[config.mk]
export PLATFORM = sky130hd
export DESIGN_NAME = inv_factorial_flat
export DESIGN_NICKNAME = d
export VERILOG_FILES = /design/src/rtl/inv_factorial_pkg.sv /design/src/rtl/inv_factorial_if.sv /design/src/rtl/inv_factorial_mul_ovf_chk.sv /design/src/rtl/inv_factorial.sv /design/src/flat_wrapper.sv
export SDC_FILE = /design/constraint.sdc
export NUM_CORES = 1
export LEC_CHECK = 0
export CAP_MARGIN = 20
export CORE_MARGIN = 1.5
export CORE_UTILIZATION = 45
export CTS_CLUSTER_DIAMETER = 30
export DETAILED_ROUTE_END_ITERATION = 10
export HOLD_SLACK_MARGIN = 0.02
export RECOVER_POWER = 100
export SETUP_SLACK_MARGIN = 0.1
export SYNTH_ARGS = -nofsm -noshare
export SYNTH_HDL_FRONTEND = slang
export SYNTH_SLANG_ARGS = --single-unit
[constraint.sdc]
create_clock -name clk -period 8 [get_ports clk]
set_input_delay 1.6 -clock clk [delete_from_list [all_inputs] [get_ports clk]]
set_output_delay 1.6 -clock clk [all_outputs]
set_load 0.02 [all_outputs]
[src/rtl/inv_factorial_pkg.sv]
// Shared definitions for the factorial / inverse-factorial pair:
// FSM state encodings and the default operand widths.
package inv_factorial_pkg;

   localparam int DEF_N_WIDTH  = 8;
   localparam int DEF_FN_WIDTH = 32;

   typedef enum logic [1:0] {
      ST_IDLE = 2'd0,
      ST_RUN  = 2'd1,
      ST_DONE = 2'd2
   } state_e;

endpackage

[src/rtl/inv_factorial_if.sv]
// Start/done request bus of the inverse-factorial engine.
// The requester drives start/fn; the engine returns done/n/exact.
interface inv_factorial_if #(
   parameter int N_WIDTH  = 8,
   parameter int FN_WIDTH = 32
);
   logic                start;
   logic [FN_WIDTH-1:0] fn;
   logic                done;
   logic [N_WIDTH-1:0]  n;
   logic                exact;

   modport master (output start, fn, input done, n, exact);
   modport slave  (input start, fn, output done, n, exact);
endinterface

[src/rtl/inv_factorial_mul_ovf_chk.sv]
// Combinational FN_WIDTH x N_WIDTH multiplier: truncated product plus a flag
// raised when any bit of the full product lies above FN_WIDTH.
module mul_ovf_chk #(
   parameter int FN_WIDTH = 32,
   parameter int N_WIDTH  = 8
) (
   input  logic [FN_WIDTH-1:0] a_i,
   input  logic [N_WIDTH-1:0]  b_i,
   output logic [FN_WIDTH-1:0] prod_o,
   output logic                ovf_o
);
   logic [FN_WIDTH+N_WIDTH-1:0] full;

   assign full   = {{N_WIDTH{1'b0}}, a_i} * {{FN_WIDTH{1'b0}}, b_i};
   assign prod_o = full[FN_WIDTH-1:0];
   assign ovf_o  = |full[FN_WIDTH+N_WIDTH-1:FN_WIDTH];
endmodule

[src/rtl/inv_factorial.sv]
// Inverse factorial: finds the largest k >= 1 with k! <= fn, one
// multiply-and-compare step per clock, and flags whether fn is exactly k!.
module inv_factorial
   import inv_factorial_pkg::*;
#(
   parameter int N_WIDTH  = DEF_N_WIDTH,
   parameter int FN_WIDTH = DEF_FN_WIDTH
) (
   input logic            clk,
   input logic            rst,
   inv_factorial_if.slave bus
);
   state_e              state_q, state_d;
   logic [FN_WIDTH-1:0] target_q, target_d;
   logic [FN_WIDTH-1:0] acc_q, acc_d;
   logic [N_WIDTH-1:0]  k_q, k_d;
   logic                done_q, done_d;
   logic [N_WIDTH-1:0]  n_q, n_d;
   logic                exact_q, exact_d;

   logic [N_WIDTH-1:0]  k_plus1;
   logic [FN_WIDTH-1:0] prod;
   logic                prod_ovf;
   logic                accept;
   logic                reached;

   assign k_plus1 = k_q + N_WIDTH'(1);
   assign accept  = (state_q == ST_IDLE || state_q == ST_DONE) && bus.start;
   assign reached = (acc_q >= target_q);

   mul_ovf_chk #(
      .FN_WIDTH(FN_WIDTH),
      .N_WIDTH (N_WIDTH)
   ) u_mul (
      .a_i   (acc_q),
      .b_i   (k_plus1),
      .prod_o(prod),
      .ovf_o (prod_ovf)
   );

   always_ff @(posedge clk) begin
      if (rst) begin
         state_q  <= ST_IDLE;
         target_q <= '0;
         acc_q    <= '0;
         k_q      <= '0;
         done_q   <= 1'b0;
         n_q      <= '0;
         exact_q  <= 1'b0;
      end else begin
         state_q  <= state_d;
         target_q <= target_d;
         acc_q    <= acc_d;
         k_q      <= k_d;
         done_q   <= done_d;
         n_q      <= n_d;
         exact_q  <= exact_d;
      end
   end

   always_comb begin
      state_d = state_q;
      case (state_q)
         ST_IDLE: if (bus.start) state_d = ST_RUN;
         ST_RUN:  if (reached || prod_ovf) state_d = ST_DONE;
         ST_DONE: if (bus.start) state_d = ST_RUN;
         default: state_d = ST_IDLE;
      endcase
   end

   // Datapath and result registers; a reached target takes priority over overflow.
   always_comb begin
      target_d = target_q;
      acc_d    = acc_q;
      k_d      = k_q;
      done_d   = done_q;
      n_d      = n_q;
      exact_d  = exact_q;
      if (accept) begin
         target_d = bus.fn;
         acc_d    = FN_WIDTH'(1);
         k_d      = N_WIDTH'(1);
         done_d   = 1'b0;
         n_d      = '0;
         exact_d  = 1'b0;
      end else if (state_q == ST_RUN) begin
         if (reached) begin
            done_d = 1'b1;
            if (acc_q == target_q) begin
               n_d     = k_q;
               exact_d = 1'b1;
            end else begin
               n_d     = k_q - N_WIDTH'(1);
               exact_d = 1'b0;
            end
         end else if (prod_ovf) begin
            done_d  = 1'b1;
            n_d     = k_q;
            exact_d = 1'b0;
         end else begin
            acc_d = prod;
            k_d   = k_plus1;
         end
      end
   end

   assign bus.done  = done_q;
   assign bus.n     = n_q;
   assign bus.exact = exact_q;
endmodule

[src/flat_wrapper.sv]
// flat-port wrapper written by rule: the top's interface ports become plain ports
module inv_factorial_flat import inv_factorial_pkg::*;
#(
   parameter int N_WIDTH  = DEF_N_WIDTH,
   parameter int FN_WIDTH = DEF_FN_WIDTH
)
  (clk, rst, bus_start, bus_fn, bus_done, bus_n, bus_exact);
  inv_factorial_if #(.N_WIDTH(N_WIDTH), .FN_WIDTH(FN_WIDTH)) bus_i ();
  input logic clk;
  input logic rst;
  input wire logic [$bits(bus_i.start)-1:0] bus_start;
  input wire logic [$bits(bus_i.fn)-1:0] bus_fn;
  output wire logic [$bits(bus_i.done)-1:0] bus_done;
  output wire logic [$bits(bus_i.n)-1:0] bus_n;
  output wire logic [$bits(bus_i.exact)-1:0] bus_exact;
  assign bus_i.start = bus_start;
  assign bus_i.fn = bus_fn;
  assign bus_done = bus_i.done;
  assign bus_n = bus_i.n;
  assign bus_exact = bus_i.exact;
  inv_factorial #(.N_WIDTH(N_WIDTH), .FN_WIDTH(FN_WIDTH)) u_core (.clk(clk), .rst(rst), .bus(bus_i));
endmodule
==> results of run 1 <==
-- how the worst min path moves through the flow --
stage                           to                 from  slack, ns  cells after the start
4_1_cts         u_core.target_q[1]   u_core.target_q[1]       0.46                      2
3_3_place_gp   u_core.target_q[31]  u_core.target_q[31]       0.44                      2
3_5_place_dp    u_core.target_q[1]   u_core.target_q[1]       0.45                      2
5_1_grt         u_core.target_q[1]   u_core.target_q[1]       0.47                      2
2_1_floorplan  u_core.target_q[10]  u_core.target_q[10]       0.44                      2
6_report        u_core.target_q[7]   u_core.target_q[7]       0.46                      2
-- flip-flops by register name (all words and copies together) (netlist names) --
signal	cells
u_core.acc_q	32
u_core.k_q	8
u_core.target_q	32
u_core.bus.n	8
u_core.state_q	2
u_core.bus.done	1
u_core.bus.exact	1
-- cells by family after synthesis --
kind of cell               count (synthesis)  share of synthesized area [%]
and+or+nand+nor                          603                           24.2
adders and majority gates                274                           37.0
muxes                                     47                           3.69
AOI/OAI and AO/OA                        203                           10.3
buffers and inverters                    308                           9.29
DFF                                       84                           13.0
xor gates and xnor gates                  36                           2.44
-- worst register-to-register path: stages (launching register included) --
cell      delay [ns]
dfxtp_1         0.57
nand3_1         0.25
nor2_1          0.30
nand3_1         0.14
xor2_1          0.27
buf_4           0.28
nand2b_1        0.16
fa_1            0.43
fa_1            0.54
inv_1           0.05
fa_1            0.54
inv_1           0.06
fa_1            0.53
inv_1           0.04
ha_1            0.34
a21o_1          0.24
and2_1          0.22
o31a_1          0.31
o21ai_0         0.19
nand3_1         0.28
a21oi_1         0.39
mux2i_1         0.23
buf_4           0.18
nand4_1         0.12
buf_4           0.29
mux2_1          0.34
-- where the power goes --
part           leakage, nW  switching (mW)  internal (mW)  total, mW
clock                0.135           0.204          0.216      0.420
sequential           0.683          0.0131          0.432      0.445
combinational         5.47           0.119         0.0720      0.191
total                 6.29           0.336          0.720       1.06
-- layout by cell type (no fill, tap or decap), types with 4 or more instances in the layout --
| cell | instances |
|---|---|
| or3_1 | 10 |
| o31a_1 | 5 |
| nor3_1 | 13 |
| clkdlybuf4s50_1 | 33 |
| nand3_1 | 25 |
| nor2b_1 | 161 |
| o21ai_0 | 33 |
| clkbuf_16 | 9 |
| dlygate4sd3_1 | 11 |
| nand2b_1 | 20 |
| a41oi_1 | 4 |
| o21a_1 | 10 |
| ha_1 | 94 |
| nor2_1 | 36 |
| a21oi_1 | 80 |
| o211ai_1 | 9 |
| a21o_1 | 9 |
| fa_1 | 180 |
| a211oi_1 | 13 |
| and3_1 | 6 |
| and2_1 | 48 |
| buf_4 | 24 |
| dfxtp_1 | 84 |
| nand4_1 | 27 |
| nand2_1 | 231 |
| inv_1 | 234 |
| mux2i_1 | 42 |
| a21boi_0 | 7 |
| xor2_1 | 10 |
| nor4_1 | 8 |
| xnor2_1 | 21 |
-- repair_timing --
| item | CTS | global route |
|---|---|---|
| hold buffers | 0 | 0 |
| buffers inserted | 0 | 0 |
| resized for setup | 0 | 1 |
| endpoints found under the setup margin | 0 | 8 |
-- final cells by class --
class                           count  area (um^2)
Timing Repair Buffer               70          639
Sequential cell                    84         1680
Tap cell                          378          473
Clock inverter                      7         57.6
Multi-Input combinational cell   1163        10100
Inverter                          235          882
Fill cell                        2744        14000
Clock buffer                        9          225
-- metal layers --
metal / GRT usage (%) / part of all wire (%)
met1: 32.4 / 47
met2: 40.3 / 48
met3: 2.84 / 3.1
met4: 5.67 / 1.7
met5: 0 / 0
==> metrics.txt, run 1 <==
row cnt 61; final worst slack 0.575 ns; Slew headroom -8.76%; Clock transition at path regs 0.08 ns; Final Critical Period 7.43 ns; layout cells sized above 1 4.72%; status finished with violations; Peak Freq 135 MHz; Syn Std Cell Area 0.0129 mm^2; r2r startpoint u_core.k_q[2]; Clock Latency Late Sink around 0.36 ns; Hold WC Path Type flop to flop; post-route cell area 0.0141 mm^2; fin. max-slew vios 39; Ys Warns 0; worst-margin pin slew approximately 1.6 ns; most numerous cell in the Yosys netlist inv_1; Sink Count 84; pre-CTS WS 0.563 ns; CP Depth 25; Vias/cell 5.28; Mapped Cells between 1500 and 2000; CP required 8.24 ns; placed insts 1929; final WL 33100 um; DRT iter0 DRCs 516; final hold vios 0; dpl cell area 0.0138 mm^2; Critical R2R Capture u_core.acc_q[5]; grt ovf 0; DRC viols 0; vias post-DR 10284; routability-driven placement congestion ratio 0.901; largest net degree at the start of global routing 53; Seq/Total Area, Yosys 13.0%; Post-synth top cells inv_1, nand2_1, fa_1; max cap viols 1; Post-synth ARST share 0%; EDFF count, synth 0; Die ar. 0.0297 mm^2; endpoint class of the critical path flop; clock buffer count from CTS 9; CP Launch Type flop; Initial Utilization 46.1%; post-layout power 1.06 mW; initial antenna violation count 0; top_reg_cell synth dfxtp_1; Critical path buffers and inverters 6; Crit Path Class flop to flop; slowest CP cell dfxtp_1; reg2reg path depth 25; R2R Setup Slk 0.57 ns; CP endpoint u_core.acc_q[5]; Finish-stage setup viols 0; count of cell types in the netlist 72; gr usage total 23.8%; Pleak between 6 and 7 nW; Final Cycle Share between 90 and 100%; failing checks max-capacitance violations, max-slew violations; Syn Area/Cell a little over 8 um^2; Critical Path AT approximately 7.7 ns; setup TNS 0 ns; H-tree depth 3; vias in the first global route 10400; Cell Count, Final, Fillers Out 1946; Hold WS 0.455 ns; fin nets 1872; crit path from u_core.k_q[2]; CP peak stage delay 0.57 ns; number of port buffers 44; Pre-antenna DRT Iters 6; Chip Height 172 um; core footprint 0.0280 mm^2; top cell type by total area after synthesis fa_1; maximum vdd ir drop 88.6 uV; Final ANT Viol Nets 0; I/O Pins 45; Area Growth Syn to Fin 8.87%; CTS tree built; cell mode on critical path fa_1; die width 172 um; Clk Tree Root Cell clkbuf_16; WL per Instance 17.0 um; first-pass GRT wire length 54800 um; final HPWL from detailed placement roughly 26000 um; Power Density 75.1 mW/mm^2; Antenna Cells 0; CP delay by family, top adder cells; Area contributors post-synth fa_1, dfxtp_1, ha_1; area share of the largest cell type after synthesis 27.9%; Crit Path Max Fanout 16; Clock Path Buffers 2; Seq cells post-synth 84; Layout Skew roughly 0.013 ns; RSZ-0062 raised after global routing false; final core area utilization about half; syn nets ~1900
Power figures use the tool's default switching activity.
==> run 2: changes to the inputs <==
--- a/config.mk
+++ b/config.mk
@@ -5,7 +5,6 @@
 export SDC_FILE = /design/constraint.sdc
 export NUM_CORES = 1
 export LEC_CHECK = 0
-export CAP_MARGIN = 20
 export CORE_MARGIN = 1.5
 export CORE_UTILIZATION = 45
 export CTS_CLUSTER_DIAMETER = 30
==> metrics.txt, run 2 (synthesis gave the netlist of run 1 again) <==
final WL 33100 um (about the same); routability-driven placement congestion ratio 0.901 (unchanged); Antenna Cells 0 (unchanged); Clk Tree Root Cell clkbuf_16 (unchanged); core footprint 0.0280 mm^2 (unchanged); fin. max-slew vios 39 (unchanged); max cap viols 1 (unchanged); clock buffer count from CTS 9 (unchanged); I/O Pins 45 (unchanged); CTS tree built (unchanged); grt ovf 0 (unchanged); row cnt 61 (unchanged); r2r startpoint u_core.k_q[2] (unchanged); Sequential Area 0.00168 mm^2 (unchanged); endpoint class of the critical path flop (unchanged); Layout Skew 0.0130 ns (was 0.0128 ns); Final ANT Viol Nets 0 (unchanged); Peak Freq 134 MHz (was 135 MHz); CP Launch Type flop (unchanged); Chip Height 172 um (unchanged); status finished with violations (unchanged); die width 172 um (unchanged); post-route cell area 0.0140 mm^2 (was 0.0141 mm^2); commonest cells after routing, fill and taps aside inv_1, nand2_1, fa_1 (unchanged); fillers 2741 (was 2744); Hold WC Path Type flop to flop (unchanged); first-pass GRT wire length 54800 um (unchanged); CP required 8.28 ns (was 8.24 ns); gr usage total 23.8% (unchanged); dpl cell area 0.0138 mm^2 (unchanged); pre-CTS WS 0.563 ns (unchanged); multi-input logic area 0.0101 mm^2 (about the same); vias post-DR 10264 (was 10284); Clock Path Buffers 2 (unchanged); layout cells sized above 1 4.72% (about the same); Initial Utilization 46.1% (unchanged); WL per Instance 17.0 um (about the same); placed insts 1929 (unchanged); Final Cycle Share 93.6% (was 92.8%); H-tree depth 3 (unchanged); DRC viols 0 (unchanged); RSZ-0062 raised after global routing false (unchanged); number of port buffers 44 (unchanged); Finish-stage setup viols 0 (unchanged); initial antenna violation count 0 (unchanged); Clock transition at path regs 0.08 ns (about the same); worst-margin pin slew 1.64 ns (was 1.63 ns); setup TNS 0 ns (unchanged); crit path from u_core.k_q[2] (unchanged); cts hold-fix bufs 0 (unchanged); Clock Latency Late Sink 0.36 ns (about the same); vias in the first global route 10400 (unchanged); Pre-antenna DRT Iters 5 (was 6); maximum vdd ir drop 88.6 uV (about the same); Area Growth Syn to Fin 8.81% (was 8.87%); most common cell after layout, fill and taps aside inv_1 (unchanged); Critical Path AT 7.76 ns (was 7.66 ns); Sink Count 84 (unchanged); min-delay src u_core.target_q[7] (unchanged); R2R Setup Slk 0.52 ns (was 0.57 ns); Crit Path Max Fanout 17 (was 16); Power Density 75.1 mW/mm^2 (about the same); Vias/cell 5.28 (about the same); Final Critical Period 7.48 ns (was 7.43 ns); biggest regs u_core.acc_q x32, u_core.target_q x32 (unchanged); DRT iter0 DRCs 518 (was 516); Cell Count, Final, Fillers Out 1945 (was 1946); largest net degree at the start of global routing 53 (unchanged); failing checks max-capacitance violations, max-slew violations (unchanged); final HPWL from detailed placement 25900 um (unchanged); Die ar. 0.0297 mm^2 (unchanged); Slew headroom -9.10% (was -8.76%); final worst slack 0.516 ns (was 0.575 ns); Crit Path Class flop to flop (unchanged); Pleak 6.29 nW (about the same); fin nets 1871 (was 1872); final hold vios 0 (unchanged)
## run 2: cell types whose count changed in the layout (fill, tap and decap cells not counted), sizes merged
cell	delta
buf	-1
## run 2: final cells by class
| type | count | area share [%] |
|---|---|---|
| clock buffers | 9 | 1.60 |
| clock inverters | 7 | 0.410 |
| inverters | 235 | 6.28 |
| multi-input cells | 1163 | 71.9 |
| flip-flops and latches | 84 | 12.0 |
| well taps | 378 | 3.37 |
| repair buffers | 69 | 4.44 |
## run 2: worst paths after layout
check,depth (start not counted),to
setup / recovery,22,u_core.bus.n[3]
hold / removal,2,u_core.target_q[7]
setup reg to reg,22,u_core.bus.n[3]
hold reg to reg,2,u_core.target_q[7]
## run 2: through the flow
stage          utilization (%)  hold slack, ns  power [mW]
6_report                  50.2           0.455        1.06
2_1_floorplan                -           0.436       0.574
3_3_place_gp              49.1           0.444       0.643
5_1_grt                   50.2           0.475        1.10
3_5_place_dp              49.1           0.447       0.646
4_1_cts                   50.1           0.457        1.06
## run 2: power breakdown
group	switching [mW]	total, mW	internal [mW]
clock network	0.202	0.418	0.216
registers	0.0131	0.445	0.432
logic	0.120	0.192	0.0722
total	0.335	1.06	0.720
## run 2: worst max-delay path, cell delays in order (launching register included)
cell	delay, ns
dfxtp_1	0.43
nand3_1	0.24
nor2_1	0.13
xnor2_2	0.92
buf_4	0.34
nor2b_1	0.10
fa_1	0.53
inv_1	0.05
fa_1	0.39
fa_1	0.44
fa_1	0.52
inv_1	0.04
ha_1	0.43
a21oi_1	0.26
o21a_1	0.18
o221ai_1	0.14
a211o_1	0.30
nor4_1	0.48
nand4_1	0.26
or3_1	0.50
o31ai_4	0.25
buf_4	0.25
mux2i_1	0.21
## run 2: metal layers
layer | part of all wire [%] | track usage, %
met1 | 46 | 32.4
met3 | 3.9 | 2.84
met4 | 1.7 | 5.67
met2 | 48 | 40.3
met5 | 0 | 0
## run 2: what timing repair did
action                     in CTS  in global routing
setup buffers                   0                  0
gates resized for setup         0                  1
setup endpoints to repair       0                  8
